File: src/rtl/uart_tx_mmio_pkg.sv
// Shared definitions for the memory-mapped UART transmitter: bus widths,
// register offsets inside the address window, TX FSM state encoding and the
// STATUS register layout.
package uart_tx_mmio_pkg;

  localparam int unsigned ADDR_W = 24;
  localparam int unsigned DATA_W = 32;
  localparam int unsigned BYTE_W = 8;
  localparam int unsigned BAUD_W = 16;
  localparam int unsigned BIT_W  = 3;

  // Register offsets relative to BASE_ADDR
  localparam logic [ADDR_W-1:0] DATA_OFS   = 24'd0;
  localparam logic [ADDR_W-1:0] STATUS_OFS = 24'd1;

  typedef enum logic [1:0] {
    ST_IDLE  = 2'd0,
    ST_START = 2'd1,
    ST_DATA  = 2'd2,
    ST_STOP  = 2'd3
  } tx_state_e;

  // STATUS word as seen by a CPU load
  typedef struct packed {
    logic [15:0] rsvd_hi;
    logic [7:0]  count;
    logic [3:0]  rsvd_lo;
    logic        overflow;
    logic        full;
    logic        empty;
    logic        busy;
  } status_t;

  // Serial line level driven while the FSM sits in a given state
  function automatic logic line_level(input tx_state_e st, input logic data_bit);
    case (st)
      ST_START: return 1'b0;
      ST_DATA:  return data_bit;
      default:  return 1'b1;
    endcase
  endfunction

endpackage

File: src/rtl/uart_tx_mmio_fifo.sv
// Synchronous fall-through FIFO: head entry is always visible on o_rdata.
// Ports: i_clk/i_rstb (sync active-low reset), i_push/i_wdata, i_pop,
//        o_rdata (head), o_full, o_empty, o_count (0..DEPTH).
// A push while full is accepted only when a pop happens in the same cycle.
module uart_tx_mmio_fifo #(
  parameter int unsigned WIDTH = 8,
  parameter int unsigned DEPTH = 16
) (
  input  logic                       i_clk,
  input  logic                       i_rstb,
  input  logic                       i_push,
  input  logic [WIDTH-1:0]           i_wdata,
  input  logic                       i_pop,
  output logic [WIDTH-1:0]           o_rdata,
  output logic                       o_full,
  output logic                       o_empty,
  output logic [$clog2(DEPTH):0]     o_count
);

  localparam int unsigned AW = $clog2(DEPTH);
  localparam int unsigned CW = AW + 1;

  logic [WIDTH-1:0] mem_q [DEPTH];
  logic [AW-1:0]    wr_ptr_q, wr_ptr_d;
  logic [AW-1:0]    rd_ptr_q, rd_ptr_d;
  logic [CW-1:0]    count_q, count_d;
  logic             do_push, do_pop;

  assign o_full  = (count_q == CW'(DEPTH));
  assign o_empty = (count_q == '0);
  assign o_count = count_q;
  assign o_rdata = mem_q[rd_ptr_q];

  // When full, the popped slot is the one being written, so push+pop is safe
  assign do_push = i_push & (~o_full | i_pop);
  assign do_pop  = i_pop & ~o_empty;

  // Pointer and occupancy update; pointers wrap modulo DEPTH
  always_comb begin
    wr_ptr_d = wr_ptr_q;
    rd_ptr_d = rd_ptr_q;
    count_d  = count_q + CW'(do_push) - CW'(do_pop);
    if (do_push) wr_ptr_d = wr_ptr_q + AW'(1);
    if (do_pop)  rd_ptr_d = rd_ptr_q + AW'(1);
  end

  always_ff @(posedge i_clk) begin
    if (!i_rstb) begin
      wr_ptr_q <= '0;
      rd_ptr_q <= '0;
      count_q  <= '0;
    end else begin
      wr_ptr_q <= wr_ptr_d;
      rd_ptr_q <= rd_ptr_d;
      count_q  <= count_d;
    end
  end

  // Storage array carries no reset; only the pointers define validity
  always_ff @(posedge i_clk) begin
    if (do_push) mem_q[wr_ptr_q] <= i_wdata;
  end

endmodule

File: src/rtl/uart_tx_mmio.sv
// Memory-mapped 8N1 UART transmitter on the CPU data bus.
// Ports: i_clk, i_rstb (sync active-low), i_clk_en (global enable),
//        i_addr/i_wr/i_rd/i_wdata (CPU bus), o_sel (address in window),
//        o_rdata (combinational load data), o_txd (serial line, idle high),
//        o_irq (FIFO empty and shifter idle).
// DATA at BASE_ADDR accepts byte stores; STATUS at BASE_ADDR+1 reads
// {16'b0, count, 4'b0, overflow, full, empty, busy}.
module uart_tx_mmio
  import uart_tx_mmio_pkg::*;
#(
  parameter logic [23:0] BASE_ADDR  = 24'hFFFFF0,
  parameter int unsigned FIFO_DEPTH = 16,
  parameter logic [15:0] BAUD_DIV   = 16'd868
) (
  input  logic        i_clk,
  input  logic        i_rstb,
  input  logic        i_clk_en,
  input  logic [23:0] i_addr,
  input  logic        i_wr,
  input  logic        i_rd,
  input  logic [31:0] i_wdata,
  output logic        o_sel,
  output logic [31:0] o_rdata,
  output logic        o_txd,
  output logic        o_irq
);

  localparam int unsigned CNT_W = $clog2(FIFO_DEPTH) + 1;

  tx_state_e          state_q, state_d;
  logic [BAUD_W-1:0]  baud_q, baud_d;
  logic [BIT_W-1:0]   bit_q, bit_d;
  logic [BYTE_W-1:0]  sh_q, sh_d;
  logic               txd_q, txd_d;
  logic               ovf_q, ovf_d;

  logic               sel_data, sel_status;
  logic               push_req, status_rd, ovf_set;
  logic               fifo_push, fifo_pop, fifo_full, fifo_empty;
  logic [BYTE_W-1:0]  fifo_rdata;
  logic [CNT_W-1:0]   fifo_count;
  logic               baud_last;
  status_t            status_w;
  logic [23:0]        unused_wdata;

  assign unused_wdata = i_wdata[31:8];

  // Address decode
  assign sel_data   = (i_addr == BASE_ADDR + DATA_OFS);
  assign sel_status = (i_addr == BASE_ADDR + STATUS_OFS);
  assign o_sel      = sel_data | sel_status;

  // Bus side effects; a full-FIFO push survives only if the FSM pops this cycle
  assign push_req  = i_clk_en & i_wr & sel_data;
  assign status_rd = i_clk_en & i_rd & sel_status;
  assign fifo_push = push_req & (~fifo_full | fifo_pop);
  assign ovf_set   = push_req & fifo_full & ~fifo_pop;

  uart_tx_mmio_fifo #(
    .WIDTH (BYTE_W),
    .DEPTH (FIFO_DEPTH)
  ) u_fifo (
    .i_clk   (i_clk),
    .i_rstb  (i_rstb),
    .i_push  (fifo_push),
    .i_wdata (i_wdata[7:0]),
    .i_pop   (fifo_pop),
    .o_rdata (fifo_rdata),
    .o_full  (fifo_full),
    .o_empty (fifo_empty),
    .o_count (fifo_count)
  );

  // STATUS word and load data mux
  always_comb begin
    status_w          = '0;
    status_w.count    = 8'(fifo_count);
    status_w.overflow = ovf_q;
    status_w.full     = fifo_full;
    status_w.empty    = fifo_empty;
    status_w.busy     = (state_q != ST_IDLE);
  end

  always_comb begin
    o_rdata = '0;
    if (i_rd && sel_status) o_rdata = status_w;
  end

  assign o_irq = fifo_empty & (state_q == ST_IDLE);
  assign o_txd = txd_q;

  // Sticky overflow: a new overflow in the clearing cycle wins
  always_comb begin
    ovf_d = ovf_q;
    if (ovf_set)        ovf_d = 1'b1;
    else if (status_rd) ovf_d = 1'b0;
  end

  assign baud_last = (baud_q == BAUD_DIV - 16'd1);

  // TX FSM; the line level is registered from the next state so a frame
  // starts on the cycle the head byte is popped
  always_comb begin
    state_d  = state_q;
    baud_d   = baud_q;
    bit_d    = bit_q;
    sh_d     = sh_q;
    fifo_pop = 1'b0;
    txd_d    = txd_q;
    if (i_clk_en) begin
      case (state_q)
        ST_IDLE: begin
          if (!fifo_empty) begin
            fifo_pop = 1'b1;
            sh_d     = fifo_rdata;
            baud_d   = '0;
            state_d  = ST_START;
          end
        end
        ST_START: begin
          if (baud_last) begin
            baud_d  = '0;
            bit_d   = '0;
            state_d = ST_DATA;
          end else begin
            baud_d = baud_q + 16'd1;
          end
        end
        ST_DATA: begin
          if (baud_last) begin
            baud_d = '0;
            sh_d   = {1'b0, sh_q[7:1]};
            if (bit_q == 3'd7) state_d = ST_STOP;
            else               bit_d   = bit_q + 3'd1;
          end else begin
            baud_d = baud_q + 16'd1;
          end
        end
        ST_STOP: begin
          if (baud_last) begin
            baud_d = '0;
            // Back-to-back frames: next start bit follows the stop bit directly
            if (!fifo_empty) begin
              fifo_pop = 1'b1;
              sh_d     = fifo_rdata;
              state_d  = ST_START;
            end else begin
              state_d = ST_IDLE;
            end
          end else begin
            baud_d = baud_q + 16'd1;
          end
        end
        default: state_d = ST_IDLE;
      endcase
      txd_d = line_level(state_d, sh_d[0]);
    end
  end

  always_ff @(posedge i_clk) begin
    if (!i_rstb) begin
      state_q <= ST_IDLE;
      baud_q  <= '0;
      bit_q   <= '0;
      sh_q    <= '0;
      txd_q   <= 1'b1;
      ovf_q   <= 1'b0;
    end else begin
      state_q <= state_d;
      baud_q  <= baud_d;
      bit_q   <= bit_d;
      sh_q    <= sh_d;
      txd_q   <= txd_d;
      ovf_q   <= ovf_d;
    end
  end

endmodule
File: config.mk
export PLATFORM = sky130hd
export DESIGN_NAME = uart_tx_mmio
export DESIGN_NICKNAME = d
export VERILOG_FILES = /design/src/rtl/uart_tx_mmio_pkg.sv /design/src/rtl/uart_tx_mmio_fifo.sv /design/src/rtl/uart_tx_mmio.sv
export SDC_FILE = /design/constraint.sdc
export NUM_CORES = 1
export LEC_CHECK = 0
export BUFFER_PORTS_ARGS = -buffer_cell sky130_fd_sc_hd__buf_2
export CAP_MARGIN = 0
export CORE_ASPECT_RATIO = 1.25
export CORE_MARGIN = 2
export CORE_UTILIZATION = 40
export CTS_BUF_LIST = sky130_fd_sc_hd__clkbuf_8
export CTS_CLUSTER_SIZE = 20
export DETAILED_ROUTE_END_ITERATION = 7
export GPL_TIMING_DRIVEN = 0
export PLACE_DENSITY = 0.69
export SLEW_MARGIN = 20
export SYNTH_ARGS = -nofsm -noshare
export SYNTH_HDL_FRONTEND = slang
export SYNTH_HIERARCHICAL = 1
export SYNTH_SLANG_ARGS = --single-unit
File: constraint.sdc
create_clock -name i_clk -period 5.02 [get_ports i_clk]
set_input_delay 0.502 -clock i_clk [delete_from_list [all_inputs] [get_ports i_clk]]
set_output_delay 0.502 -clock i_clk [all_outputs]
set_load 0.05 [all_outputs]
==> results.yml <==
final_layout:
  layoutNonFillerInstCount: 935
  diodes: 0
  fin_util_pct: 46.7
  layout_common_cells: "128 x edfxtp_1, 52 x buf_2, 48 x nor2_1, 48 x dfxtp_1, 29 x nand2_1"
  final_common_cell: "edfxtp_1"
  area_growth_pct: 14.4
  nNetsFinal: 740
  drive_gt1_share_pct: 21.5
sta:
  period_needed_ps: 4590
  tightestPinTransition_ps: 908
  report.final.hold_viol_count: 0
  finalMaxSlewViolations: 0
  fin_setup_tns_ps: 0
  fin_skew_ps: 21.4
  setup_viol: 0
  slew_headroom_pct: 39.3
  timing.fmax_mhz: 218
  finalCritPeriodShare_pct: 91.5
  rsz0062_at_grt: "no"
  setup_slack_ps: 429
drt:
  wl_per_cell_um: 17.4
  routed_wl_um: 16200
  dr.pass1.iters: 5
  drcViolationCount: 0
  viasPerCell: 5.23
  ant_nets: 0
  first_iter_violations: 283
  dr_total_vias: 4890
global_route:
  grt_overflow: 0
  grt_max_degree: 17
  grt_pass1_wl_um: 25300
  grt_use_total_pct: 15.9
  antenna_found_initial: 0
  first_global_vias: 4838
synthesis:
  synthTopCellsByArea: "edfxtp_1 49%, dfxtp_1 12%, mux4_1 6.0%"
  synth_top_area_share_pct: 48.6
  synth_seq_area_share_pct: 60.7
  synthCells: 569
  ys_seq_elements: 176
  yosys.area.top_type: "edfxtp_1"
  ys_warn_count: 6
  async_reset_ff_share_pct: 0
  syn_area_mm2: 0.00792
  avgSynthCellArea_um2: 13.9
  yosysUniqueCellTypes: 62
  synth_edf_count: 128
  synth-main-ff-cell: "edfxtp_1"
die:
  die_x_um: 130
  die_area_mm2: 0.0209
  start_util_pct: 40.8
  die_y_um: 161
  core-area_mm2: 0.0194
  fp-row-count: 57
  num_io_pins: 96
clock_tree:
  clock_latency_ps: 450
  cts_tree: "yes"
  h-tree-depth: 4
  cts-buffers-inserted: 17
  clock_path_buffers: 2
  root_buffer: "clkbuf_8"
  clock_sinks: 176
  clk_pin_slew_worst_paths_ps: 90
placement:
  hpwl_um: 11300
  dp.cells: 903
  gp_congestion: 0.881
  numPortBuffers: 47
  dp_worst_setup_slack_ps: -320
power_and_ir_drop:
  leakagePower_uw: 0.00325
  ir_worst_vdd_uv: 199
  powerDensity_mw_per_mm2: 395
worst_setup_path:
  critPathRequiredTime_ps: 5370
  r2r_cells: 18
  crit_chain: "inv_1 -> ha_1 -> or4b_4 -> inv_1 -> clkbuf_1 -> clkbuf_2 -> nor4_4 -> buf_4 -> o21ai_1 -> buf_2 -> ha_1 -> inv_1 -> ha_1 -> fa_1 -> a21oi_1 -> nor2_1 -> or3_1 -> and3_1"
  critPathMaxStageDelay_ps: 510
  crit_family: "buffers and inverters"
  cp-startpoint: "u_fifo/o_count[2]"
  crit_path_top_delay_cell: "or4b_4"
  cp-start-kind: "flop"
  crit_type: "reg -> reg"
  path_depth: 18
  arrival_ps: 4950
  cp-end-kind: "flop"
  r2r-start: "u_fifo/o_count[2]"
  path_buf_inv: 7
  crit_fanout: 10
  rrSetupSlack_ps: 430
flow_run:
  drv_cap: 0
worst_hold_path:
  hold_depth: 2
  hp-start: "i_rstb"
  min_path_type: "in -> reg"
run_status:
  outcome: "finished clean"
## path summary, 6_finish.rpt
kind / to
setup / recovery: u_fifo/o_count[4]
hold / removal: ovf_q
setup reg to reg: u_fifo/o_count[4]
hold reg to reg: bit_q[2]
## final cells by class
| type | instances | area [um^2] |
|---|---|---|
| clock buffers | 17 | 234 |
| fillers | 1732 | 10300 |
| repair buffers | 48 | 243 |
| plain buffers | 45 | 308 |
| inverters | 17 | 63.8 |
| clock inverters | 14 | 206 |
| flip-flops and latches | 176 | 4800 |
| well taps | 265 | 332 |
| multi-input cells | 353 | 2870 |
## through the flow
step | area, um^2 | hold WS, ps | power [uW]
after floorplan | 8000 | 436 | 2320
after global routing | 9060 | 406 | 3730
after detailed placement | 8580 | 459 | 2510
after CTS | 9030 | 380 | 3580
final | 9060 | 422 | 3580
after global placement | 8570 | 445 | 2480
## Yosys cell counts (9+ instances only)
library cell / n
edfxtp_1: 128
dfxtp_1: 48
nor2_1: 48
nand2_1: 29
and2_1: 25
buf_4: 24
ha_1: 20
a21oi_1: 19
mux4_1: 18
nand3_1: 17
a22oi_1: 16
inv_1: 16
mux4_2: 14
mux2i_1: 10
a211oi_1: 9
clkbuf_1: 9
xnor2_1: 9
xor2_1: 9
## sequential cells by signal, indices dropped and copies added, names as in the netlist, named ones only
| signal | cells |
|---|---|
| u_fifo/wr_ptr_q | 4 |
| sh_q | 8 |
| bit_q | 3 |
| u_fifo/rd_ptr_q | 4 |
| o_txd | 1 |
| ovf_q | 1 |
| u_fifo/o_count | 5 |
| u_fifo/mem_q | 128 |
| baud_q | 16 |
| state_q | 2 |
## where the power goes
| part | internal (uW) | leakage (uW) | total (uW) | switching (uW) |
|---|---|---|---|---|
| clock | 552 | 0.000228 | 1070 | 518 |
| sequential | 1600 | 0.00154 | 1640 | 39.9 |
| combinational | 382 | 0.00148 | 868 | 485 |
## logic make-up (layout without fill, tap and decap cells)
logic type	Yosys count	in the layout	synth area share, %
buffers and inverters	62	141	4.68
xor gates and xnor gates	18	18	1.99
muxes	42	42	11.2
other	1	23	0.0474
DFF	176	176	60.7
adders and majority gates	21	21	3.41
AOI/OAI and AO/OA	73	73	6.16
and+or+nand+nor	176	176	11.8
## what timing repair did
action,4_1_cts,5_1_grt
buffers inserted,0,1
hold buffers,0,0
resized for setup,1,4
setup endpoints to repair,1,1
pin swaps,0,1
## routing by layer
layer | wire [um] | global-route usage (%) | share of wire [%] | up-vias
met5 | 0 | 0 | 0 | -
met3 | 552 | 3.25 | 3.4 | 26
met1 | 6560 | 18.1 | 40 | 2451
li1 | - | - | - | 2296
met2 | 8790 | 29.1 | 54 | 117
met4 | 335 | 5.57 | 2.1 | 0
(Power assumes the default switching activity.)
